===== src/rtl/maxfind_pkg.sv =====
// Shared types and constants for the maxfind_avs find-maximum peripheral.
// Build option MAXFIND_MIN_EN adds minimum tracking (see maxfind_core).
package maxfind_pkg;

    typedef enum logic [1:0] {
        IDLE = 2'd0,
        SCAN = 2'd1,
        DONE = 2'd2
    } state_t;

    localparam logic [1:0] ADDR_DATA    = 2'd0;
    localparam logic [1:0] ADDR_CTRL    = 2'd1;
    localparam logic [1:0] ADDR_RES_VAL = 2'd2;
    localparam logic [1:0] ADDR_RES_IDX = 2'd3;

    localparam int STAT_BUSY    = 0;
    localparam int STAT_DONE    = 1;
    localparam int STAT_FULL    = 2;
    localparam int STAT_OVF     = 3;
    localparam int STAT_EMPTY   = 4;
    localparam int STAT_CNT_LSB = 8;

    localparam int CTRL_START = 0;
    localparam int CTRL_CLEAR = 1;

    function automatic logic [31:0] packHalves(input logic [15:0] lo, input logic [15:0] hi);
        return {hi, lo};
    endfunction

endpackage


===== src/rtl/maxfind_avs_if.sv =====
// Avalon-MM slave bus bundle for maxfind_avs; clock and reset stay plain ports.
interface maxfind_avs_if;
    logic        iChipselect_n;
    logic        iWrite_n;
    logic        iRead_n;
    logic [1:0]  iAddress;
    logic [31:0] iData;
    logic [31:0] oData;

    modport master (output iChipselect_n, iWrite_n, iRead_n, iAddress, iData, input oData);
    modport slave  (input iChipselect_n, iWrite_n, iRead_n, iAddress, iData, output oData);
endinterface


===== src/rtl/maxfind_core.sv =====
// Element buffer, scan state machine and compare datapath of maxfind_avs.
// With MAXFIND_MIN_EN defined the minimum value/index are tracked as well.
module maxfind_core
    import maxfind_pkg::*;
#(
    parameter int W     = 8,
    parameter int DEPTH = 16,
    parameter int IDXW  = $clog2(DEPTH)
) (
    input  logic            iClk,
    input  logic            iReset_n,
    input  logic            push,
    input  logic [W-1:0]    pushData,
    input  logic            start,
    input  logic            clear,
    output logic [IDXW:0]   count,
    output logic            busy,
    output logic            done,
    output logic            full,
    output logic            overflow,
    output logic            empty,
    output logic [W-1:0]    maxVal,
    output logic [IDXW-1:0] maxIdx,
    output logic [W-1:0]    minVal,
    output logic [IDXW-1:0] minIdx
);

    localparam logic [IDXW:0]   DEPTH_C = (IDXW+1)'(DEPTH);
    localparam logic [IDXW:0]   CNT_ONE = (IDXW+1)'(1);
    localparam logic [IDXW-1:0] PTR_ONE = IDXW'(1);

    state_t          state_r;
    logic [IDXW:0]   count_r;
    logic [IDXW-1:0] ptr_r;
    logic            done_r;
    logic            overflow_r;
    logic            empty_r;
    logic [W-1:0]    maxVal_r;
    logic [IDXW-1:0] maxIdx_r;
    logic [W-1:0]    mem_r [DEPTH];
    logic [W-1:0]    elem_s;
    logic            full_s;
    logic            pushAccept_s;
    logic            isLast_s;

    assign full_s       = (count_r == DEPTH_C);
    assign pushAccept_s = push && (state_r != SCAN) && !full_s;
    assign elem_s       = mem_r[ptr_r];
    assign isLast_s     = ({1'b0, ptr_r} == (count_r - CNT_ONE));

    // Buffer storage: contents are never reset, count alone marks them valid.
    always_ff @(posedge iClk) begin
        if (pushAccept_s) begin
            mem_r[count_r[IDXW-1:0]] <= pushData;
        end
    end

`ifdef MAXFIND_MIN_EN
    logic [W-1:0]    minVal_r;
    logic [IDXW-1:0] minIdx_r;
    assign minVal = minVal_r;
    assign minIdx = minIdx_r;
`else
    assign minVal = '0;
    assign minIdx = '0;
`endif

    // Control state machine, fill counter, sticky flags and running results.
    always_ff @(posedge iClk or negedge iReset_n) begin
        if (!iReset_n) begin
            state_r    <= IDLE;
            count_r    <= '0;
            ptr_r      <= '0;
            done_r     <= 1'b0;
            overflow_r <= 1'b0;
            empty_r    <= 1'b0;
            maxVal_r   <= '0;
            maxIdx_r   <= '0;
`ifdef MAXFIND_MIN_EN
            minVal_r   <= '0;
            minIdx_r   <= '0;
`endif
        end else if (clear) begin
            state_r    <= IDLE;
            count_r    <= '0;
            ptr_r      <= '0;
            done_r     <= 1'b0;
            overflow_r <= 1'b0;
            empty_r    <= 1'b0;
            maxVal_r   <= '0;
            maxIdx_r   <= '0;
`ifdef MAXFIND_MIN_EN
            minVal_r   <= '0;
            minIdx_r   <= '0;
`endif
        end else begin
            if (push) begin
                if (pushAccept_s) begin
                    count_r <= count_r + CNT_ONE;
                end else begin
                    overflow_r <= 1'b1;
                end
            end
            case (state_r)
                IDLE, DONE: begin
                    if (start) begin
                        ptr_r <= '0;
                        if (count_r == '0) begin
                            state_r  <= DONE;
                            done_r   <= 1'b1;
                            empty_r  <= 1'b1;
                            maxVal_r <= '0;
                            maxIdx_r <= '0;
`ifdef MAXFIND_MIN_EN
                            minVal_r <= '0;
                            minIdx_r <= '0;
`endif
                        end else begin
                            state_r <= SCAN;
                            done_r  <= 1'b0;
                            empty_r <= 1'b0;
                        end
                    end
                end
                SCAN: begin
                    // Strict compares so a tie keeps the earlier index.
                    if (ptr_r == '0) begin
                        maxVal_r <= elem_s;
                        maxIdx_r <= '0;
`ifdef MAXFIND_MIN_EN
                        minVal_r <= elem_s;
                        minIdx_r <= '0;
`endif
                    end else begin
                        if (elem_s > maxVal_r) begin
                            maxVal_r <= elem_s;
                            maxIdx_r <= ptr_r;
                        end
`ifdef MAXFIND_MIN_EN
                        if (elem_s < minVal_r) begin
                            minVal_r <= elem_s;
                            minIdx_r <= ptr_r;
                        end
`endif
                    end
                    if (isLast_s) begin
                        state_r <= DONE;
                        done_r  <= 1'b1;
                    end else begin
                        ptr_r <= ptr_r + PTR_ONE;
                    end
                end
                default: state_r <= IDLE;
            endcase
        end
    end

    assign count    = count_r;
    assign busy     = (state_r == SCAN);
    assign done     = done_r;
    assign full     = full_s;
    assign overflow = overflow_r;
    assign empty    = empty_r;
    assign maxVal   = maxVal_r;
    assign maxIdx   = maxIdx_r;

endmodule


===== src/rtl/maxfind_avs.sv =====
// Avalon-MM register front end of the find-maximum peripheral (decode + read register).
// Define MAXFIND_MIN_EN to also report the minimum in the upper result halves.
module maxfind_avs
    import maxfind_pkg::*;
#(
    parameter int W     = 8,
    parameter int DEPTH = 16,
    parameter int IDXW  = $clog2(DEPTH)
) (
    input logic          iClk,
    input logic          iReset_n,
    maxfind_avs_if.slave avs
);

    logic            wrEn_s, rdEn_s;
    logic            push_s, start_s, clear_s;
    logic [IDXW:0]   count_s;
    logic            busy_s, done_s, full_s, overflow_s, empty_s;
    logic [W-1:0]    maxVal_s, minVal_s;
    logic [IDXW-1:0] maxIdx_s, minIdx_s;
    logic [31:0]     rdMux_s;
    logic            unusedData_s;

    assign wrEn_s       = !avs.iChipselect_n && !avs.iWrite_n;
    assign rdEn_s       = !avs.iChipselect_n && !avs.iRead_n;
    assign push_s       = wrEn_s && (avs.iAddress == ADDR_DATA);
    assign start_s      = wrEn_s && (avs.iAddress == ADDR_CTRL) && avs.iData[CTRL_START];
    assign clear_s      = wrEn_s && (avs.iAddress == ADDR_CTRL) && avs.iData[CTRL_CLEAR];
    assign unusedData_s = ^avs.iData;

    maxfind_core #(.W(W), .DEPTH(DEPTH), .IDXW(IDXW)) core (
        .iClk     (iClk),
        .iReset_n (iReset_n),
        .push     (push_s),
        .pushData (avs.iData[W-1:0]),
        .start    (start_s),
        .clear    (clear_s),
        .count    (count_s),
        .busy     (busy_s),
        .done     (done_s),
        .full     (full_s),
        .overflow (overflow_s),
        .empty    (empty_s),
        .maxVal   (maxVal_s),
        .maxIdx   (maxIdx_s),
        .minVal   (minVal_s),
        .minIdx   (minIdx_s)
    );

    // Read data selection by register address.
    always_comb begin
        rdMux_s = 32'd0;
        case (avs.iAddress)
            ADDR_DATA:    rdMux_s = 32'(count_s);
            ADDR_CTRL: begin
                rdMux_s[STAT_BUSY]             = busy_s;
                rdMux_s[STAT_DONE]             = done_s;
                rdMux_s[STAT_FULL]             = full_s;
                rdMux_s[STAT_OVF]              = overflow_s;
                rdMux_s[STAT_EMPTY]            = empty_s;
                rdMux_s[STAT_CNT_LSB +: 16]    = 16'(count_s);
            end
            ADDR_RES_VAL: rdMux_s = packHalves(16'(maxVal_s), 16'(minVal_s));
            ADDR_RES_IDX: rdMux_s = packHalves(16'(maxIdx_s), 16'(minIdx_s));
            default:      rdMux_s = 32'd0;
        endcase
    end

    // Read data register: samples pre-write state, holds when not read.
    always_ff @(posedge iClk or negedge iReset_n) begin
        if (!iReset_n) begin
            avs.oData <= 32'd0;
        end else if (rdEn_s) begin
            avs.oData <= rdMux_s;
        end
    end

endmodule


===== src/flat_wrapper.sv =====
// flat-port wrapper written by rule: the top's interface ports become plain ports
module maxfind_avs_flat import maxfind_pkg::*;
#(
    parameter int W     = 8,
    parameter int DEPTH = 16,
    parameter int IDXW  = $clog2(DEPTH)
)
  (iClk, iReset_n, avs_iChipselect_n, avs_iWrite_n, avs_iRead_n, avs_iAddress, avs_iData, avs_oData);
  maxfind_avs_if avs_i ();
  input logic iClk;
  input logic iReset_n;
  input wire logic [$bits(avs_i.iChipselect_n)-1:0] avs_iChipselect_n;
  input wire logic [$bits(avs_i.iWrite_n)-1:0] avs_iWrite_n;
  input wire logic [$bits(avs_i.iRead_n)-1:0] avs_iRead_n;
  input wire logic [$bits(avs_i.iAddress)-1:0] avs_iAddress;
  input wire logic [$bits(avs_i.iData)-1:0] avs_iData;
  output wire logic [$bits(avs_i.oData)-1:0] avs_oData;
  assign avs_i.iChipselect_n = avs_iChipselect_n;
  assign avs_i.iWrite_n = avs_iWrite_n;
  assign avs_i.iRead_n = avs_iRead_n;
  assign avs_i.iAddress = avs_iAddress;
  assign avs_i.iData = avs_iData;
  assign avs_oData = avs_i.oData;
  maxfind_avs #(.W(W), .DEPTH(DEPTH), .IDXW(IDXW)) u_core (.iClk(iClk), .iReset_n(iReset_n), .avs(avs_i));
endmodule

===== config.mk =====
export PLATFORM = sky130hd
export DESIGN_NAME = maxfind_avs_flat
export DESIGN_NICKNAME = d
export VERILOG_FILES = /design/src/rtl/maxfind_pkg.sv /design/src/rtl/maxfind_avs_if.sv /design/src/rtl/maxfind_core.sv /design/src/rtl/maxfind_avs.sv /design/src/flat_wrapper.sv
export SDC_FILE = /design/constraint.sdc
export NUM_CORES = 1
export LEC_CHECK = 0
export BUFFER_PORTS_ARGS = -buffer_cell sky130_fd_sc_hd__clkbuf_2
export CAP_MARGIN = 20
export CORE_MARGIN = 2
export CORE_UTILIZATION = 40
export DETAILED_ROUTE_END_ITERATION = 12
export GPL_TIMING_DRIVEN = 1
export PLACE_DENSITY = 0.66
export RECOVER_POWER = 50
export SLEW_MARGIN = 15
export SYNTH_ARGS = -nofsm -noshare
export SYNTH_HDL_FRONTEND = slang
export SYNTH_SLANG_ARGS = --single-unit
export TNS_END_PERCENT = 5

===== constraint.sdc =====
create_clock -name iClk -period 6.7 [get_ports iClk]
set_input_delay 0.335 -clock iClk [delete_from_list [all_inputs] [get_ports iClk]]
set_output_delay 0.335 -clock iClk [all_outputs]
set_load 0.02 [all_outputs]

==> results.md, run 1 <==
* Status: finished with violations
* Failing checks: max-capacitance violations, max-slew violations
* M1 GR Usage at a little over a fifth
* RSZ-0062 raised after global routing: no
* Cts repair resizes at 0
* Hold Path End: u_core.avs.oData[3]$_DFFE_PN0P_
* Finished Cell Area at roughly 8400 um^2
* Clock Root Buffer: clkbuf_16
* Adder-cell share of the synthesized area at between 2 and 2.5%
* Hold path startpoint: avs_iRead_n
* Leakage at just under 0.003 uW
* Worst-Margin Slew at around 1.7 ns
* Core region area at 18100 um^2
* Reg2Reg Capture Point: u_core.core.maxVal[7]$_DFFE_PN0P_
* Post-Route WL at 15.0 mm
* TritonCTS clock tree: built
* Highest net fanout along the worst path at 24
* Final net count at between 500 and 600
* Initial antenna violation count at 0
* EDFF count, synth at between 100 and 150
* Clock tree buffer depth at 2
* PortBufs at 27
* Worst Path Buf+Inv at 1
* Placed instance area at about 7700 um^2
* Global-route usage over all layers at around 16%
* Skew-Pair Late Insertion Delay at around 0.44 ns
* Xor and xnor area share after synthesis at between 1 and 1.5%
* Global routing's busiest layer: met2
* Routed wire per std cell at about 20 um
* Final setup fails at 0
* FF-to-FF Start: u_core.core.ptr_r[0]$_DFFE_PN0P_
* Fin Setup TNS at 0 ns
* Initial core utilization at just over 40%
* Worst path top cell family by delay: compound AO/OA/AOI/OAI gates
* Largest net degree at the start of global routing at 40
* Number of distinct library cells after synthesis at 56
* Synth Area per Inst at between 15 and 20 um^2
* Post-synthesis mux area share at between 10% and 20%
* Post-CTS Setup Bufs at 0
* Worst reg2reg setup slack at about 2.3 ns
* Hold Path Depth at 4
* WP data arrival at around 4.7 ns
* Fill cells at 1537
* Setup Skew at between 0.01 and 0.015 ns
* Achievable Freq at 228 MHz
* Vias per inst at 5.44
* Seq/Total Area, Yosys at roughly 65%
* Critical Path Sink Type: flop
* Post-synthesis register bit count at 167
* Num CTS Buffers at 17
* Rows at between 40 and 50
* Final ANT Viol Nets at 0
* Die H at approximately 140 um
* Cells after Synth at 486
* GRT overflow at 0
* Final Hold Viols at 0
* Met2 GRT Util at approximately a quarter
* Worst VDD drop at approximately 0.23 mV
* Worst-path clk slew at 0.07 ns
* Warnings from Yosys at 0
* GPL Wtd Cong at between 0.8 and 0.9
* DRC viols at 0
* Synthesized area at 7450 um^2
* Max-slew violations at 32
* Predominant post-synthesis flop cell: edfxtp_1
* Power per cell area at 360 nW/um^2
* Worst-path cell chain: buf_4 -> mux4_2 -> o21ai_0 -> nand2_1 -> ha_1 -> nand4_1 -> or2b_1 -> a21o_2 -> a31oi_4 -> mux2_2
* Hpwl dp at around 10 mm
* Simple-Gate Fraction of Synth Area at under 10%
* Worst Hold Class: input pin to flop
* N_diodes at 0
* Rel. slew slack at -11.0%
* # hold bufs at CTS at 0
* CTS H-tree depth at 4
* CP max stage cell: dfrtp_2
* Share of cells above drive strength 1 at a little under a fifth
* Die X at 141 um
* Num Clock Sinks at around 170
* Worst path max stage delay at slightly above 0.8 ns
* Synth Area in Compound Gates at under 10%
* Setup CP Type: flop to flop
* Min Tclk post-route at 4.38 ns
* TritonRoute pass-1 iters at 5
* Period utilization at 65.4%
* Max cap viols at 1
* DRT iter0 DRCs at 353
* Met3 Use GR at between 4 and 5%
* First-pass GRT wire length at approximately 24 mm
* Total I/O pin count at 71
* Die ar. at between 15000 and 20000 um^2
* FF-to-FF path depth at 10
* Via count at ~4100
* Largest family of logic cells by synthesized area: multiplexers
* WP data required at ~7.0 ns
* Crit start category: flop
* Number of global-route vias before repair at about 4200
* Async set-or-reset flop fraction in the synthesized netlist at between 20% and 30%
* Layout area overhead at 12.0%
-- cells in the mapped netlist (4+ instances only) --
cell type | number | area, um^2
nand2_1 | 35 | 131
clkbuf_1 | 9 | 33.8
nor2b_1 | 4 | 25.0
o2bb2ai_1 | 7 | 61.3
mux4_2 | 27 | 608
inv_1 | 17 | 63.8
and3_1 | 5 | 31.3
nand3_1 | 6 | 30.0
edfxtp_1 | 128 | 3840
buf_2 | 5 | 25.0
a21oi_1 | 17 | 85.1
a22o_1 | 9 | 78.8
nor3_1 | 11 | 55.1
ha_1 | 14 | 175
a221oi_1 | 6 | 52.6
nor2_1 | 23 | 86.3
mux2i_1 | 21 | 210
buf_6 | 4 | 45.0
xnor2_1 | 4 | 35.0
buf_4 | 23 | 173
dfrtp_1 | 39 | 976
nand4_1 | 6 | 37.5
o21ai_0 | 18 | 90.1
-- metrics by stage --
| stage | hold slack [ns] | utilization, % | setup slack [ns] | instances | power [uW] |
|---|---|---|---|---|---|
| after floorplan | 0.0394 | - | 3.53 | 504 | 1850 |
| after global placement | 0.462 | 42.5 | 2.33 | 725 | 1990 |
| after detailed placement | 0.469 | 42.5 | 2.29 | 725 | 2010 |
| after CTS | 0.0674 | 45.9 | 2.27 | 757 | 3030 |
| after global routing | 0.206 | 46.0 | 2.04 | 760 | 3160 |
| final | 0.187 | 46.0 | 2.32 | 760 | 3010 |
-- kinds of logic after synthesis --
logic type | count (synthesis)
DFF | 167
and+or+nand+nor | 110
AOI/OAI and AO/OA | 71
buffers and inverters | 60
muxes | 56
adders and majority gates | 14
xor gates and xnor gates | 7
other | 1
-- routing by layer --
metal / routed length, um / vias up
met5: 0 / -
met4: 287 / 0
met3: 907 / 16
met2: 7310 / 144
met1: 6530 / 2086
li1: - / 1888
-- state kept, by name, summed over array words and instances (netlist names) --
register              count
u_core.avs.oData         13
u_core.core.count         5
u_core.core.done          1
u_core.core.empty         1
u_core.core.maxIdx        4
u_core.core.maxVal        8
u_core.core.mem_r       128
u_core.core.overflow      1
u_core.core.ptr_r         4
u_core.core.state_r       2
-- layout make-up --
| cell class | count | area (um^2) | area share, % |
|---|---|---|---|
| Multi-Input combinational cell | 277 | 2340 | 28.0 |
| Clock inverter | 15 | 191 | 2.29 |
| Clock buffer | 17 | 425 | 5.09 |
| Tap cell | 229 | 287 | 3.43 |
| Sequential cell | 167 | 4820 | 57.7 |
| Inverter | 18 | 67.6 | 0.809 |
| Timing Repair Buffer | 37 | 216 | 2.59 |
-- worst register-to-register path: cells and delay by family, from the launching register on --
kind	cells	cell delay [ns]
multiplexers	2	0.95
buffers and inverters	1	0.50
AND/OR/NAND/NOR	3	0.51
flip-flops	1	0.83
adder cells (fa/ha/maj)	1	0.35
AO/OA/AOI/OAI	3	1.13
-- cell usage in the layout, fill, tap and decap left out, types with 4 or more instances in the layout --
master / instances
nor2b_1: 4
o21ai_0: 18
edfxtp_1: 128
xnor2_1: 4
nor2_1: 23
a22o_1: 9
nand2_1: 35
nand3_1: 6
buf_4: 7
nand4_1: 6
a221oi_1: 6
o2bb2ai_1: 7
inv_6: 5
clkbuf_1: 11
nor3_1: 11
clkbuf_2: 17
dfrtp_1: 38
clkbuf_16: 17
mux2i_1: 21
inv_1: 17
and3_1: 5
conb_1: 19
a21oi_1: 17
mux4_2: 27
ha_1: 14
-- power breakdown --
group          total, uW  leakage (uW)  internal, uW  switching, uW
Clock               1020      0.000300           597            424
Combinational        701      0.000983           315            385
Sequential          1290       0.00167          1180            109
Total               3010       0.00296          2090            918
-- worst max path at each step --
stage,end,from,cells past startpoint,slack [ns]
after floorplan,u_core.core.maxVal[2]$_DFFE_PN0P_,u_core.core.ptr_r[0]$_DFFE_PN0P_,14,3.53
after global placement,u_core.core.maxVal[7]$_DFFE_PN0P_,u_core.core.ptr_r[0]$_DFFE_PN0P_,10,2.33
after detailed placement,u_core.core.maxVal[7]$_DFFE_PN0P_,u_core.core.ptr_r[0]$_DFFE_PN0P_,10,2.29
after CTS,u_core.core.maxVal[7]$_DFFE_PN0P_,u_core.core.ptr_r[0]$_DFFE_PN0P_,10,2.27
after global routing,u_core.core.maxVal[7]$_DFFE_PN0P_,u_core.core.ptr_r[0]$_DFFE_PN0P_,10,2.04
final,u_core.core.maxVal[7]$_DFFE_PN0P_,u_core.core.ptr_r[0]$_DFFE_PN0P_,10,2.32
No activity file was read; power rests on OpenSTA's default activity.
==> inputs of run 2 (changes only) <==
- clock period: 6.7 -> 4.4 ns (I/O delays scaled with it)
==> results.md, run 2 (synthesis results as in run 1) <==
* Status: finished with violations
* Failing checks: max-capacitance violations, max-slew violations
* Post-CTS Setup Bufs at 0
* TritonRoute pass-1 iters at 4
* GPL Wtd Cong at around 0.9
* RSZ-0062 raised after global routing: no
* Initial core utilization at 41.1%
* Max reg flops at about 130
* Global-route usage over all layers at ~16%
* Final Hold Viols at 0
* Min Tclk post-route at about 3.9 ns
* Power per cell area at 537 nW/um^2
* Total I/O pin count at a little over 70
* Die X at approximately 140 um
* Fill cells at about 1600
* Num Clock Sinks at 167
* Met3 Routed Length at 731 um
* N_diodes at 0
* Worst reg2reg setup slack at roughly 0.55 ns
* Final ANT Viol Nets at 0
* Commonest non-fill, non-tap cell in the layout: edfxtp_1
* Clock tree buffer depth at 2
* Initial antenna violation count at 0
* Psw at about 1400 uW
* Leakage at 0.00293 uW
* Routed wire per std cell at between 15 and 20 um
* FF-to-FF Start: u_core.core.ptr_r[0]$_DFFE_PN0P_
* Worst Setup EP: u_core.core.maxIdx[3]$_DFFE_PN0P_
* Layout area overhead at 11.3%
* Final setup fails at 0
* Share of cells above drive strength 1 at between 10% and 20%
* Clk pwr share at between 30% and 40%
* GRT overflow at 0
* Fin Setup TNS at 0 ns
* Num CTS Buffers at 17
* Combinational power share at roughly a quarter
* Critical Path Sink Type: flop
* Core region area at between 15000 and 20000 um^2
* Fin Hold WS at 0.0899 ns
* Worst VDD drop at about 0.28 mV
* Top Layer Used: met4
* Number of global-route vias before repair at about 4200
* Clock Root Buffer: clkbuf_16
* Rows at a little under 50
* Via count at approximately 4200
* Reg2Reg Capture Point: u_core.core.maxIdx[3]$_DFFE_PN0P_
* Max cap viols at 1
* Skew-Pair Late Insertion Delay at approximately 0.42 ns
* Die H at about 140 um
* Achievable Freq at 260 MHz
* Largest net degree at the start of global routing at 40
* Crit path launch: u_core.core.ptr_r[0]$_DFFE_PN0P_
* Most frequent cells in the layout: edfxtp_1, dfrtp_1, nand2_1
* Worst-path clk slew at 0.07 ns
* FF-to-FF path depth at 10
* DRT iter0 DRCs at 373
* Worst-Margin Slew at between 1.5 and 2 ns
* Internal power at between 3000 and 4000 uW
* WP data arrival at between 4 and 5 ns
* WP data required at about 4.7 ns
* DRC viols at 0
* Hpwl dp at 10.0 mm
* Reg power frac at 43.6%
* First-pass GRT wire length at 24.0 mm
* CTS H-tree depth at 4
* Setup CP Type: flop to flop
* Metal1 wirelength at 6.80 mm
* TritonCTS clock tree: built
* Max-slew violations at 30
* Rel. slew slack at -8.65%
* Post-Route WL at 15.2 mm
* Vias per inst at ~5.5
* Sw frac at a little under a third
* Setup Skew at between 0.005 and 0.006 ns
* # hold bufs at CTS at 1
* Final net count at 573
* Crit start category: flop
* Die ar. at ~20000 um^2
* PortBufs at 27
* Period utilization at ~88%
* Cts repair resizes at 0
* DR WL met2 at 7.33 mm
* Highest net fanout along the worst path at 19
* Worst Hold Class: input pin to flop
[run 2: cell count changes in the layout (fill, tap and decap cells not counted)]
cell / before / now
inv_8: 3 / 1
bufinv_16: 3 / 1
inv_6: 5 / 4
clkbuf_1: 11 / 10
buf_12: 0 / 1
clkinv_4: 1 / 2
clkbuf_2: 17 / 18
clkinv_2: 0 / 2
buf_16: 1 / 0
buf_4: 7 / 9
clkinvlp_4: 1 / 2
[run 2: worst min-delay path by stage]
stage | slack (ns) | startpoint | endpoint | cells past startpoint
global route | 0.11 | avs_iRead_n | u_core.avs.oData[2]$_DFFE_PN0P_ | 4
finish | 0.09 | avs_iRead_n | u_core.avs.oData[2]$_DFFE_PN0P_ | 4
global placement | 0.41 | iReset_n | u_core.core.count[3]$_DFFE_PN0P_ | 1
detailed placement | 0.43 | iReset_n | u_core.core.count[3]$_DFFE_PN0P_ | 1
CTS | 0.07 | avs_iRead_n | u_core.avs.oData[2]$_DFFE_PN0P_ | 4
floorplan | -0.08 | iReset_n | u_core.avs.oData[0]$_DFFE_PN0P_ | 0
[run 2: worst max-delay path, stage by stage, from the launching register on]
cell and delay (ns):
dfrtp_2 0.82, buf_12 0.28, mux4_2 0.55, mux2i_1 0.19
a21oi_1 0.18, ha_1 0.32, nand4_1 0.10, or2b_1 0.23
a21o_2 0.21, a31oi_4 0.43, mux2_2 0.39
[run 2: area by class of cell]
type	count	area, um^2	share of cell area (%)
Multi-Input combinational cell	277	2340	28.2
Timing Repair Buffer	39	225	2.72
Inverter	18	67.6	0.815
Sequential cell	167	4820	58.1
Clock buffer	17	425	5.13
Tap cell	229	287	3.45
Clock inverter	14	126	1.52
[run 2: metrics by stage]
step	power [uW]	setup slack, ns	cell area, um^2	cells	util, %
floorplan	2810	1.23	7520	504	-
global placement	3050	0.558	7740	728	42.7
detailed placement	3090	0.559	7740	728	42.7
CTS	4480	0.506	8300	760	45.7
global route	4670	0.372	8290	761	45.7
finish	4460	0.547	8290	761	45.7
[run 2: per-layer routing]
layer,up-vias,GRT usage (%)
li1,1902,-
met1,2114,21.6
met2,116,26.0
met3,28,3.93
met4,0,6.16
met5,-,0
[run 2: power by group through the flow]
stage	Combinational, uW	Sequential (uW)	Clock [uW]
final	1110	1940	1400
after global routing	1220	1960	1490
after floorplan	908	1910	0
after global placement	1070	1970	0
after CTS	1120	1950	1420
after detailed placement	1110	1980	0
==> inputs of run 3 (changes only) <==
- GPL_TIMING_DRIVEN: 1 -> 0
- PLACE_DENSITY: 0.66 -> 0.65
- SYNTH_HIERARCHICAL: default -> 1
- clock period: 4.4 -> 3.91 ns (I/O delays scaled with it)
==> results.md, run 3 <==
* Predominant post-synthesis flop cell: edfxtp_1
* Core region area at ~20000 um^2
* Hold path startpoint: avs_iAddress[1]
* Commonest non-fill, non-tap cell in the layout: edfxtp_1
* Setup CP Type: flop to flop
* Yosys top cell by area: edfxtp_1
* Rows at 51
* Worst path top cell family by delay: multiplexers
* Synth Area per Inst at about 14 um^2
* Initial antenna violation count at 0
* TritonCTS clock tree: built
* Reg2Reg Capture Point: u_core/core/maxVal[0]$_DFFE_PN0P_
* Highest net fanout along the worst path at 10
* Worst path max stage delay at 0.54 ns
* Hold Path End: u_core/avs.oData[4]$_DFFE_PN0P_
* Min Tclk post-route at ~3.6 ns
* Num Clock Sinks at between 150 and 200
* Cells after Synth at 552
* Combinational power share at around 34%
* Worst Path Buf+Inv at 3
* Fin Setup TNS at 0 ns
* Max reg flops at ~130
* Worst reg2reg setup slack at between 0.2 and 0.3 ns
* Max cap viols at 0
* Post-Route WL at 16.7 mm
* Synth top area cells: edfxtp_1, dfrtp_1, mux2i_1, mux4_2, buf_4
* Die X at 145 um
* FF-to-FF Start: u_core/core/ptr_r[0]$_DFFE_PN0P_
* Crit start category: flop
* Initial core utilization at about 41%
* Total I/O pin count at 71
* Number of global-route vias before repair at 4832
* Post-synthesis register bit count at 175
* Achievable Freq at about 280 MHz
* Synthesized area at 7950 um^2
* Final Hold Viols at 0
* Worst-path cell chain: buf_6 -> buf_4 -> mux4_2 -> nand2_1 -> nand2_1 -> nor2_1 -> a21oi_1 -> ha_1 -> nor2b_1 -> o211ai_1 -> a21oi_1 -> o31ai_2 -> buf_6 -> mux2_4
* Warnings from Yosys at 6
* Sw frac at ~34%
* WP data required at 4.22 ns
* Reg power frac at between 30% and 40%
* DRT iter0 DRCs at 299
* Cts repair resizes at 0
* Internal power at around 4000 uW
* Layout area overhead at 14.4%
* FF-to-FF path depth at 14
* DRC viols at 0
* Rel. slew slack at approximately 7.9%
* Max-slew violations at 0
* First-pass GRT wire length at 26.4 mm
* Hold Path Depth at 3
* RSZ-0062 raised after global routing: no
* Routed wire per std cell at between 15 and 20 um
* GRT overflow at 0
* Commonest cells post-synth: edfxtp_1, nand2_1, mux2i_1
* Num CTS Buffers at 17
* Critical Path Sink Type: flop
* Worst VDD drop at 0.421 mV
* Die H at ~140 um
* Most frequent cells in the layout: edfxtp_1, nand2_1, mux2i_1
* CTS H-tree depth at 4
* Status: finished, final reports clean
* Clock tree buffer depth at 2
* Async set-or-reset flop fraction in the synthesized netlist at a little over a quarter
* Most frequent cell after synthesis: edfxtp_1
* Seq/Total Area, Yosys at 63.2%
* WP data arrival at slightly below 4 ns
* Power Total at 5950 uW
* Power per cell area at 655 nW/um^2
* Clk pwr share at between 20% and 30%
* Die ar. at between 20000 and 25000 um^2
* Final net count at 680
* GPL Wtd Cong at 0.845
* Leakage at around 0.0036 uW
* Skew-Pair Late Insertion Delay at approximately 0.42 ns
* TritonRoute pass-1 iters at 4
* Final ANT Viol Nets at 0
* PortBufs at 34
* Global-route usage over all layers at 16.5%
* Vias per inst at just over 5
* CP max stage cell: mux4_2
* Worst-path clk slew at 0.07 ns
* Largest net degree at the start of global routing at 25
* Period utilization at 92.9%
* Clock Root Buffer: clkbuf_16
* Worst Hold Class: input pin to flop
* Final setup fails at 0
* Psw at around 2000 uW
* Setup Skew at 0.0109 ns
* Worst-Margin Slew at around 1.4 ns
* Hpwl dp at between 10 and 15 mm
* Fill cells at approximately 1700
* Via count at roughly 4700
* EDFF count, synth at roughly 130
* Share of cells above drive strength 1 at roughly a fifth
* Number of distinct library cells after synthesis at 59
* N_diodes at 0
* Yosys top cell area share at between 40 and 50%
[run 3: changes by cell type after synthesis, sizes merged, moves of 5 or more]
cell / change
mux2i: +30
nand2: +23
a22oi: +14
o21ai: -11
mux4: -10
nor3: -9
buf: +8
dfrtp: +8
and3: +7
a211oi: +5
a221oi: -5
and2: +5
nor2: +5
[run 3: how the worst max path moves through the flow]
| stage | startpoint | end | slack (ns) | depth (start not counted) |
|---|---|---|---|---|
| 3_3_place_gp | u_core/core/ptr_r[2]$_DFFE_PN0P_ | u_core/core/maxVal[0]$_DFFE_PN0P_ | 0.21 | 15 |
| 2_1_floorplan | u_core/core/ptr_r[0]$_DFFE_PN0P_ | u_core/core/maxVal[0]$_DFFE_PN0P_ | 0.74 | 14 |
| 4_1_cts | u_core/core/ptr_r[2]$_DFFE_PN0P_ | u_core/core/maxVal[0]$_DFFE_PN0P_ | 0.16 | 15 |
| 5_1_grt | u_core/core/ptr_r[0]$_DFFE_PN0P_ | u_core/core/maxVal[2]$_DFFE_PN0P_ | 0.06 | 14 |
| 6_report | u_core/core/ptr_r[0]$_DFFE_PN0P_ | u_core/core/maxVal[0]$_DFFE_PN0P_ | 0.28 | 14 |
| 3_5_place_dp | u_core/core/ptr_r[2]$_DFFE_PN0P_ | u_core/core/maxVal[2]$_DFFE_PN0P_ | 0.15 | 15 |
[run 3: repair_timing]
| item | in CTS | in global routing |
|---|---|---|
| hold buffers | 1 | 0 |
| buffers inserted | 0 | 0 |
| setup endpoints to repair | 0 | 2 |
| endpoints found under the hold margin | 23 | 0 |
[run 3: layout make-up]
| type | count | area, um^2 | share of cell area (%) |
|---|---|---|---|
| plain buffers | 47 | 337 | 3.70 |
| clock buffers | 21 | 460 | 5.06 |
| clock inverters | 11 | 125 | 1.38 |
| inverters | 18 | 67.6 | 0.743 |
| multi-input cells | 332 | 2580 | 28.4 |
| flip-flops and latches | 175 | 5020 | 55.2 |
| well taps | 265 | 332 | 3.65 |
| repair buffers | 36 | 171 | 1.88 |
[run 3: power groups by stage]
stage	registers, uW	clock network, uW	logic, uW
3_3_place_gp	2300	0	1980
2_1_floorplan	2300	0	1490
3_5_place_dp	2310	0	2030
5_1_grt	2290	1780	2230
6_report	2260	1660	2030
4_1_cts	2270	1700	2040
[run 3: stage by stage]
| step | std cells | hold slack [ns] | util [%] | cell area, um^2 | setup WS [ns] |
|---|---|---|---|---|---|
| floorplan | 573 | -0.100 | - | 8030 | 0.737 |
| global placement | 872 | 0.460 | 43.8 | 8530 | 0.214 |
| detailed placement | 873 | 0.229 | 43.9 | 8550 | 0.151 |
| CTS | 906 | 0.119 | 47.0 | 9140 | 0.160 |
| global route | 905 | 0.146 | 46.7 | 9090 | 0.0606 |
| finish | 905 | 0.132 | 46.7 | 9090 | 0.279 |
[run 3: cell families (layout without fill, tap and decap cells)]
logic type | Yosys count | count (layout) | share of synthesized area (%)
DFF | 175 | 175 | 63.2
AOI/OAI and AO/OA | 74 | 74 | 7.02
muxes | 75 | 75 | 12.9
other | 2 | 23 | 0.0945
buffers and inverters | 66 | 133 | 5.13
and+or+nand+nor | 138 | 138 | 8.61
xor gates and xnor gates | 8 | 8 | 0.882
adders and majority gates | 14 | 14 | 2.20
[run 3: per-layer routing]
layer	vias up	track usage (%)	wire length, um
met4	0	4.85	139
met3	8	4.37	883
met2	128	27.4	8320
met5	-	0	0
met1	2374	21.3	7340
li1	2159	-	-
[run 3: worst min-delay path, cell delays in order]
cell      delay, ns
buf_6          0.11
o211ai_1       0.10
o21a_1         0.10
